===== src/rtl/rv32v_types_pkg.sv =====
// Shared types for the RV32V memory sequencer: element widths, addressing modes,
// FSM states and byte-lane helpers.
package rv32v_types_pkg;

    typedef enum logic [1:0] {
        SEW8  = 2'd0,
        SEW16 = 2'd1,
        SEW32 = 2'd2,
        SEW64 = 2'd3
    } vsew_t;

    typedef enum logic [1:0] {
        VM_UNIT    = 2'd0,
        VM_STRIDED = 2'd1,
        VM_INDEXED = 2'd2,
        VM_RSVD    = 2'd3
    } vmemmode_t;

    typedef enum logic [2:0] {
        ST_IDLE  = 3'd0,
        ST_ISSUE = 3'd1,
        ST_WAIT  = 3'd2,
        ST_DONE  = 3'd3,
        ST_ERR   = 3'd4
    } seq_state_t;

    // SEW64 has no lane on a 32-bit bus; it is treated as a full word.
    function automatic logic [3:0] lane_mask(input vsew_t sew);
        case (sew)
            SEW8:    return 4'b0001;
            SEW16:   return 4'b0011;
            default: return 4'b1111;
        endcase
    endfunction

    function automatic logic [2:0] elem_bytes(input vsew_t sew);
        case (sew)
            SEW8:    return 3'd1;
            SEW16:   return 3'd2;
            default: return 3'd4;
        endcase
    endfunction

    function automatic logic [31:0] expand_mask(input logic [3:0] m);
        return {{8{m[3]}}, {8{m[2]}}, {8{m[1]}}, {8{m[0]}}};
    endfunction

endpackage


===== src/rtl/rv32v_mem_addr_gen.sv =====
// Combinational address, byte-lane and alignment generation for one vector element.
module rv32v_mem_addr_gen
    import rv32v_types_pkg::*;
#(
    parameter int IW = 5
) (
    input  logic [31:0]   base,
    input  logic [31:0]   stride_acc,
    input  logic [1:0]    mode,
    input  logic [1:0]    deew,
    input  logic [1:0]    ieew,
    input  logic [IW-1:0] elem,
    input  logic [31:0]   idx_data,
    input  logic [31:0]   store_data,
    input  logic [31:0]   load_data,
    output logic [31:0]   addr,
    output logic [3:0]    byte_en,
    output logic [31:0]   wdata,
    output logic [31:0]   rdata,
    output logic          misaligned
);

    logic [31:0] elem_ext_s;
    logic [1:0]  offset_s;
    logic [2:0]  eb_s;
    logic [3:0]  dmask_s;

    assign elem_ext_s = {{(32-IW){1'b0}}, elem};

    // Effective address by mode; strided uses the caller's running accumulator.
    always_comb begin
        addr = base;
        case (vmemmode_t'(mode))
            VM_UNIT:    addr = base + (elem_ext_s << deew);
            VM_STRIDED: addr = base + stride_acc;
            VM_INDEXED: addr = base + (idx_data & expand_mask(lane_mask(vsew_t'(ieew))));
            default:    addr = base + (elem_ext_s << deew);
        endcase
    end

    // Lane placement of the element within the addressed word.
    always_comb begin
        offset_s   = addr[1:0];
        eb_s       = elem_bytes(vsew_t'(deew));
        dmask_s    = lane_mask(vsew_t'(deew));
        misaligned = (({1'b0, offset_s} + eb_s) > 3'd4);
        byte_en    = dmask_s << offset_s;
        wdata      = store_data << {offset_s, 3'b000};
        rdata      = (load_data >> {offset_s, 3'b000}) & expand_mask(dmask_s);
    end

endmodule


===== src/rtl/rv32v_mem_sequencer.sv =====
// Vector load/store element sequencer: walks evl elements, issues one memory
// request at a time, writes load data back, and flags misaligned elements.
module rv32v_mem_sequencer
    import rv32v_types_pkg::*;
#(
    parameter int MAXEL = 32
) (
    input  logic                      CLK,
    input  logic                      RST,
    input  logic                      start,
    input  logic [31:0]               base_addr,
    input  logic [31:0]               stride,
    input  logic [1:0]                mode,
    input  logic [1:0]                deew,
    input  logic [1:0]                ieew,
    input  logic [5:0]                evl,
    input  logic                      is_store,
    input  logic                      mask_en,
    input  logic [31:0]               vmask,
    output logic [$clog2(MAXEL)-1:0]  elem_idx,
    input  logic [31:0]               vs2_rdata,
    input  logic [31:0]               vs3_rdata,
    output logic                      mreq_valid,
    output logic [31:0]               maddr,
    output logic                      mwen,
    output logic [3:0]                mbyte_en,
    output logic [31:0]               mwdata,
    input  logic                      mreq_ready,
    input  logic                      mresp_valid,
    input  logic [31:0]               mresp_rdata,
    output logic                      wb_en,
    output logic [$clog2(MAXEL)-1:0]  wb_elem,
    output logic [31:0]               wb_data,
    output logic                      busy,
    output logic                      done,
    output logic                      err,
    output logic [$clog2(MAXEL)-1:0]  err_elem
);

    localparam int IW = $clog2(MAXEL);

    seq_state_t    state_r;
    logic [IW-1:0] i_r;
    logic [31:0]   acc_r;
    logic [31:0]   base_r;
    logic [31:0]   stride_r;
    logic [1:0]    mode_r;
    logic [1:0]    deew_r;
    logic [1:0]    ieew_r;
    logic [5:0]    evl_r;
    logic          is_store_r;
    logic          mask_en_r;
    logic [31:0]   vmask_r;
    logic          busy_r;
    logic          done_r;
    logic          err_r;
    logic [IW-1:0] err_elem_r;

    logic [31:0]   addr_s;
    logic [3:0]    byte_en_s;
    logic [31:0]   wdata_s;
    logic [31:0]   rdata_s;
    logic          misaligned_s;
    logic          skip_s;
    logic          last_s;
    logic          req_s;
    logic          wb_s;

    rv32v_mem_addr_gen #(.IW(IW)) u_addr_gen (
        .base       (base_r),
        .stride_acc (acc_r),
        .mode       (mode_r),
        .deew       (deew_r),
        .ieew       (ieew_r),
        .elem       (i_r),
        .idx_data   (vs2_rdata),
        .store_data (vs3_rdata),
        .load_data  (mresp_rdata),
        .addr       (addr_s),
        .byte_en    (byte_en_s),
        .wdata      (wdata_s),
        .rdata      (rdata_s),
        .misaligned (misaligned_s)
    );

    assign skip_s = mask_en_r && !vmask_r[i_r];
    assign last_s = (({{(32-IW){1'b0}}, i_r} + 32'd1) == {26'd0, evl_r});
    assign req_s  = (state_r == ST_ISSUE) && !skip_s && !misaligned_s;
    assign wb_s   = (state_r == ST_WAIT) && mresp_valid && !is_store_r;

    assign elem_idx = i_r;
    assign busy     = busy_r;
    assign done     = done_r;
    assign err      = err_r;
    assign err_elem = err_elem_r;

    // Memory request fields are zero whenever no request is being offered.
    always_comb begin
        mreq_valid = 1'b0;
        maddr      = 32'd0;
        mwen       = 1'b0;
        mbyte_en   = 4'd0;
        mwdata     = 32'd0;
        if (req_s) begin
            mreq_valid = 1'b1;
            maddr      = addr_s;
            mwen       = is_store_r;
            mbyte_en   = byte_en_s;
            mwdata     = wdata_s;
        end else begin
            mreq_valid = 1'b0;
        end
    end

    // Load writeback coincides with the accepted response.
    always_comb begin
        wb_en   = 1'b0;
        wb_elem = '0;
        wb_data = 32'd0;
        if (wb_s) begin
            wb_en   = 1'b1;
            wb_elem = i_r;
            wb_data = rdata_s;
        end else begin
            wb_en   = 1'b0;
        end
    end

    // Sequencer FSM with registered status outputs.
    always_ff @(posedge CLK or posedge RST) begin
        if (RST) begin
            state_r    <= ST_IDLE;
            i_r        <= '0;
            acc_r      <= 32'd0;
            base_r     <= 32'd0;
            stride_r   <= 32'd0;
            mode_r     <= 2'd0;
            deew_r     <= 2'd0;
            ieew_r     <= 2'd0;
            evl_r      <= 6'd0;
            is_store_r <= 1'b0;
            mask_en_r  <= 1'b0;
            vmask_r    <= 32'd0;
            busy_r     <= 1'b0;
            done_r     <= 1'b0;
            err_r      <= 1'b0;
            err_elem_r <= '0;
        end else begin
            done_r     <= 1'b0;
            err_r      <= 1'b0;
            err_elem_r <= '0;
            case (state_r)
                ST_IDLE: begin
                    if (start) begin
                        base_r     <= base_addr;
                        stride_r   <= stride;
                        mode_r     <= mode;
                        deew_r     <= deew;
                        ieew_r     <= ieew;
                        evl_r      <= evl;
                        is_store_r <= is_store;
                        mask_en_r  <= mask_en;
                        vmask_r    <= vmask;
                        i_r        <= '0;
                        acc_r      <= 32'd0;
                        busy_r     <= 1'b1;
                        if (evl == 6'd0) begin
                            state_r <= ST_DONE;
                            done_r  <= 1'b1;
                        end else begin
                            state_r <= ST_ISSUE;
                        end
                    end else begin
                        busy_r <= 1'b0;
                    end
                end
                ST_ISSUE: begin
                    if (skip_s) begin
                        i_r   <= i_r + 1'b1;
                        acc_r <= acc_r + stride_r;
                        if (last_s) begin
                            state_r <= ST_DONE;
                            done_r  <= 1'b1;
                        end else begin
                            state_r <= ST_ISSUE;
                        end
                    end else if (misaligned_s) begin
                        state_r    <= ST_ERR;
                        err_r      <= 1'b1;
                        err_elem_r <= i_r;
                    end else if (mreq_ready) begin
                        state_r <= ST_WAIT;
                    end else begin
                        state_r <= ST_ISSUE;
                    end
                end
                ST_WAIT: begin
                    if (mresp_valid) begin
                        i_r   <= i_r + 1'b1;
                        acc_r <= acc_r + stride_r;
                        if (last_s) begin
                            state_r <= ST_DONE;
                            done_r  <= 1'b1;
                        end else begin
                            state_r <= ST_ISSUE;
                        end
                    end else begin
                        state_r <= ST_WAIT;
                    end
                end
                ST_DONE, ST_ERR: begin
                    state_r <= ST_IDLE;
                    busy_r  <= 1'b0;
                    i_r     <= '0;
                end
                default: begin
                    state_r <= ST_IDLE;
                    busy_r  <= 1'b0;
                    i_r     <= '0;
                end
            endcase
        end
    end

endmodule


===== config.mk =====
export PLATFORM = sky130hd
export DESIGN_NAME = rv32v_mem_sequencer
export DESIGN_NICKNAME = d
export VERILOG_FILES = /design/src/rtl/rv32v_types_pkg.sv /design/src/rtl/rv32v_mem_addr_gen.sv /design/src/rtl/rv32v_mem_sequencer.sv
export SDC_FILE = /design/constraint.sdc
export NUM_CORES = 1
export LEC_CHECK = 0
export BUFFER_PORTS_ARGS = -buffer_cell sky130_fd_sc_hd__clkbuf_2
export CAP_MARGIN = 20
export CORE_ASPECT_RATIO = 0.8
export CORE_UTILIZATION = 49
export DETAILED_ROUTE_END_ITERATION = 7
export PLACE_DENSITY = 0.79
export SYNTH_ARGS = -nofsm -noshare
export SYNTH_HDL_FRONTEND = slang
export SYNTH_HIERARCHICAL = 1
export SYNTH_SLANG_ARGS = --single-unit
export TNS_END_PERCENT = 30

===== constraint.sdc =====
create_clock -name CLK -period 4.66 [get_ports CLK]
set_clock_uncertainty 0.2 [all_clocks]
set_input_delay 0.466 -clock CLK [delete_from_list [all_inputs] [get_ports CLK]]
set_output_delay 0.466 -clock CLK [all_outputs]
set_load 0.02 [all_outputs]

# Word-level counts from Yosys, hierarchy flattened
# Cells that the tools add are included.
# classes
add_sub_neg	7
n_mul	0
div	0
order_cmp	2
n_eq_ne	10
shifts	4
n_mux	45
n_bitwise	2
n_reduce_logical	18
# op_table
cell	n
$mux W32	6
$add A32 B32 Y32	4
$pmux W32 S3	1
$and A32 B32 Y32	2
$pmux W32 S2	1
$mux W5	7
$shl A32 B5 Y32	1
$shl A5 B2 Y32	1
$shr A32 B5 Y32	1
$pmux W4 S2	2
$pmux W5 S3	1
$mux W1	13
$mux W3	4
$pmux W3 S3	1
$mux W4	2
$add A5 B1 Y6 const B	1
$eq A2 B1 Y1 const B	3
$eq A6 B6 Y1	1
$logic_not A6 Y1	1
$lt A5 B6 Y1 const B	1
$mux W2	3
$ne A2 B2 Y1 const B	3
$pmux W3 S2	1
$add A5 B1 Y5 const B	1
other kinds (18)	26
# word_totals
ff_bits	158
latchBits	0
ram_bits	0
romBits	0
in_bits	211
output_inout_bits	121
word_cells	104
mem_count	0

# Logic depth before layout (Yosys ltp)
# logic_depth
depth_word	11
depth_mapped	18
depth_no_buf	14

# Cells and area by module
# Netlist, hierarchy kept.
# modules_own_cells
mod	instances	cells_per_inst	area_each_um2	seq_area_each_um2
rv32v_mem_sequencer	1	790	8574.5	3953.8
rv32v_mem_addr_gen	1	511	3400.8	0.0

# Least setup slack after synthesis
# Ideal clock, no wire load.
# synth_timing
path_kind	flip-flop to output port
start	register mode_r[0]
end	output port mbyte_en[0]
t_arrival_ns	3.808
path_slack_ns	0.186
path_stages_with_launch	16
cell_sequence	dfrtp_1 > inv_1 > ha_1 > clkbuf_1 > a221oi_1 > a21oi_1 > ha_1 > fa_1 > clkbuf_1 > inv_1 > fa_1 > xor2_1 > a21oi_1 > nor2_1 > clkbuf_1 > and2_1
# synth_via
elab_chain_cells	7
# synth_lines
element	line_no	text
start: declaration	rv32v_mem_sequencer.sv:47	logic [1:0] mode_r;
start signal: assignment	rv32v_mem_sequencer.sv:157	mode_r <= mode;
$eq A2 B2 Y1 or $eq A2 B1 Y1 (tied branches)	-	
$pmux W32 S2 *	rv32v_mem_addr_gen.sv:33	case (vmemmode_t'(mode))
net addr_s[1]	rv32v_mem_sequencer.sv:59	logic [31:0] addr_s;
$add A2 B3 Y3 *	rv32v_mem_addr_gen.sv:46	misaligned = (({1'b0, offset_s} + eb_s) > 3'd4);
$gt A3 B3 Y1 *	rv32v_mem_addr_gen.sv:46	
net misaligned_s	rv32v_mem_sequencer.sv:63	logic misaligned_s;
$logic_not A1 Y1 *	rv32v_mem_sequencer.sv:88	assign req_s = (state_r == ST_ISSUE) && !skip_s && !misaligned_s;
$logic_and A1 B1 Y1 *	rv32v_mem_sequencer.sv:88	
$mux W4 *	rv32v_mem_sequencer.sv:104	if (req_s) begin
end: declaration	rv32v_mem_sequencer.sv:26	output logic [3:0] mbyte_en,
# The timed path passes the listed nets; every way through them passes the cells marked *.

# Final worst setup path
# layout_timing
start	register mode_r[1]
end	output port maddr[18]
# layout_rtl
element	line_no	text
$eq A2 B2 Y1 or $eq A2 B1 Y1 (tied branches)	-	
$pmux W32 S2 *	rv32v_mem_addr_gen.sv:33	
net addr_s[18]	rv32v_mem_sequencer.sv:59	
$mux W32 *	rv32v_mem_sequencer.sv:104	
end: declaration	rv32v_mem_sequencer.sv:24	output logic [31:0] maddr,
# Marked as above.

==> flow_summary_export.csv <==
group,metric,value,unit
global_route,overflow,0,
routing,wl,35500,um
worst_hold_path,hold_class,"input pin to flop",
global_route,antenna_found_initial,4,
cells_and_area,final_cells,1935,
floorplanning,core-area,23700,sq um
synthesis,synthArstFlopShare,100,%
critical_path,r2r_cells,13,
power,p_comb_share,69.4,%
routing,vias,11100,
floorplanning,die_x,177,um
global_route,grt_pass1_wl,54700,um
cells_and_area,regArea,3960,sq um
cts,cts.sinks,158,
placed_design,gp_congestion,0.969,
routing,drt_iter0_drc,929,
critical_path,end_kind,"output pin",
global_route,grt_start_max_net_pins,75,
power,ir_drop,0.000507,V
synthesis,syn_avg_cell_area,9.20,sq um
power,pwr_density_cell,852,nW/um^2
cts,clk_pin_slew,60,ps
power,swShare,48.9,%
critical_path,r2r_start,"mode_r[1]",
power,p_seq_share,19.3,%
placed_design,dpl.hpwl,27400,um
cells_and_area,layout-area-overhead-vs-synth,24.1,%
routing,avgRoutedWirePerCell,18.3,um
power,p_leak,0.00711,uW
floorplanning,initial_core_util,50.5,%
synthesis,synth_seq_cells,158,
routing,drtAntennaViolNets,0,
synthesis,synth_top_area_share,33.0,%
global_route,grt_pass1_vias,10500,
cts,clockBufferDepth,2,
flow_run,drv_cap,0,
synthesis,synth_common_cells,"dfrtp_1 (158), and2_1 (131), mux2_2 (112), nor2_1 (99), a21oi_1 (94)",
sta,hold_slack,59.2,ps
sta,slew_headroom,43.2,%
critical_path,required,3990,ps
global_route,grtUsageTotal,28.0,%
sta,period_minus_slack,4630,ps
floorplanning,dieArea,25100,sq um
critical_path,crit_end,"maddr[18]",
critical_path,r2r_slack,970,ps
cells_and_area,multi_input_area,7840,sq um
placed_design,place_inst,1893,
floorplanning,rows,50,
cells_and_area,fillers,2002,
run_status,status,"finished, final reports clean",
synthesis,synth_edf_count,0,
synthesis,synth_warnings,6,
floorplanning,die_height,142,um
synthesis,synth_top_area_cell,"dfrtp_1",
power,power_frac_clock,11.3,%
synthesis,yosys_most_used_dff,"dfrtp_1",
placed_design,port_buffers,331,
routing,drtPass1Iterations,5,
critical_path,r2r_end,"state_r[1]",
routing,drc,0,
synthesis,synth_area_leaders,"dfrtp_1 (33%), mux2_2 (11%), ha_1 (6.9%)",
sta,finalHoldViolCount,0,
cts,root_buffer,"clkbuf_16",
cts,clock_latency,430,ps
sta,period_share,99.3,%
synthesis,syn_area,12000,sq um
cells_and_area,layout.nets,1887,
synthesis,yosysUniqueCellTypes,82,
sta,fmax,216,MHz
critical_path,cp_data_arrival_time,3960,ps
cells_and_area,drive_gt1_share,35.1,%
synthesis,syn_nets,1581,
cts,cts_buffers,17,
critical_path,crit_start,"mode_r[1]",
sta,rsz0062_at_grt,"true",
synthesis,yosysMostFrequentCell,"dfrtp_1",
routing,viasPerCell,5.72,
critical_path,worstSetupStartpointType,"flop",
synthesis,syn_inst,1301,
critical_path,worstPathMaxFanout,4,
critical_path,crit_type,"flop to output pin",
power,internal_power,6460,uW
floorplanning,pin_count,332,
cts,htreeDepth,4,
power,p_switching,6190,uW
synthesis,yosysSeqAreaShare,33.0,%
sta,setup_viol,0,
cts,cts_tree,"done",
sta,slew_violations,0,
sta,worst_pin_slew,851,ps
## layer usage
metal	GRT usage, %	vias up	routed length (um)
met4	11.4	0	1170
met2	44.4	469	16400
met3	4.93	66	2230
met5	0	-	0
li1	-	5322	-
met1	37.6	5204	15700
## power groups by stage
| stage | clock (uW) | sequential, uW | combinational, uW |
|---|---|---|---|
| final | 1430 | 2440 | 8780 |
| after detailed placement | 0 | 2430 | 8310 |
| after global placement | 0 | 2390 | 8140 |
| after global routing | 1500 | 2520 | 9630 |
| after floorplan | 0 | 2250 | 6460 |
| after CTS | 1450 | 2410 | 8400 |
## cell usage in the layout, fill, tap and decap left out, types with 25 or more instances in the layout
master | netlist | routed
nand2_1 | 89 | 89
and2_1 | 131 | 129
a22oi_1 | 27 | 27
nor2_1 | 99 | 97
clkbuf_2 | 1 | 330
o21ai_0 | 62 | 60
mux2i_1 | 40 | 40
ha_1 | 66 | 57
dfrtp_1 | 158 | 156
xnor2_1 | 34 | 34
a211oi_1 | 26 | 25
a21oi_1 | 94 | 90
mux2_2 | 112 | 112
## worst max-delay path: stages, from the launching register on
cell and delay (ps):
dfrtp_1 420, inv_2 80, ha_4 190, a221oi_4 310, a21oi_2 80, ha_2 210
fa_2 420, a211oi_2 290, o21ai_2 120, a2111oi_4 450, o31ai_4 110, o22ai_2 260
a21oi_2 90, o221ai_2 220, and2_4 190, buf_6 100
## flip-flops by register name, summed over array words and instances (netlist names)
signal	count
stride_r	32
busy	1
done	1
evl_r	6
state_r	3
err	1
err_elem	5
deew_r	2
elem_idx	5
vmask_r	32
acc_r	32
ieew_r	2
base_r	32
mode_r	2
is_store_r	1
mask_en_r	1
## per-stage QoR
| stage | area [sq um] | utilization, % | TNS [ps] | total power, uW | setup WS, ps |
|---|---|---|---|---|---|
| 2_1_floorplan | 12000 | - | 0 | 8710 | 186 |
| 3_3_place_gp | 13900 | 58.7 | 0 | 10500 | 322 |
| 3_5_place_dp | 13900 | 58.7 | 0 | 10700 | 216 |
| 4_1_cts | 14500 | 61.4 | 0 | 12300 | 31.8 |
| 5_1_grt | 14900 | 62.7 | -142 | 13700 | -91.8 |
| 6_report | 14900 | 62.7 | 0 | 12700 | 33.2 |
## kinds of logic after synthesis
| logic type | Yosys count | share of synthesized area [%] |
|---|---|---|
| mux | 160 | 15.4 |
| buf+inv | 100 | 3.57 |
| simple gates | 424 | 18.3 |
| compound gates | 333 | 18.2 |
| flops | 158 | 33.0 |
| fa+ha+maj | 69 | 7.40 |
| xor+xnor | 57 | 4.17 |
## final cells by class
type	instances	share of cell area (%)
multi-input combinational	1043	52.8
sequential	158	26.6
timing repair buffer	361	13.2
clock buffer	19	2.98
tap	312	2.63
clock inverter	12	1.03
inverter	26	0.682
antenna	4	0.0674
## worst min path at each step
stage	start	to	cells after the start
after global placement	busy	busy	1
final	stride[1]	stride_r[1]	3
after detailed placement	busy	busy	1
after floorplan	vmask_r[2]	vmask_r[2]	1
after global routing	vmask[20]	vmask_r[20]	2
after CTS	stride[1]	stride_r[1]	3
## what timing repair did
action                     4_1_cts  5_1_grt
setup endpoints to repair       69       58
hold endpoints to repair         0       37
pin swaps                        1       12
hold buffers                     0        1
resized for setup                9       43
buffers inserted                 0        4
Power figures use the tool's default switching activity.
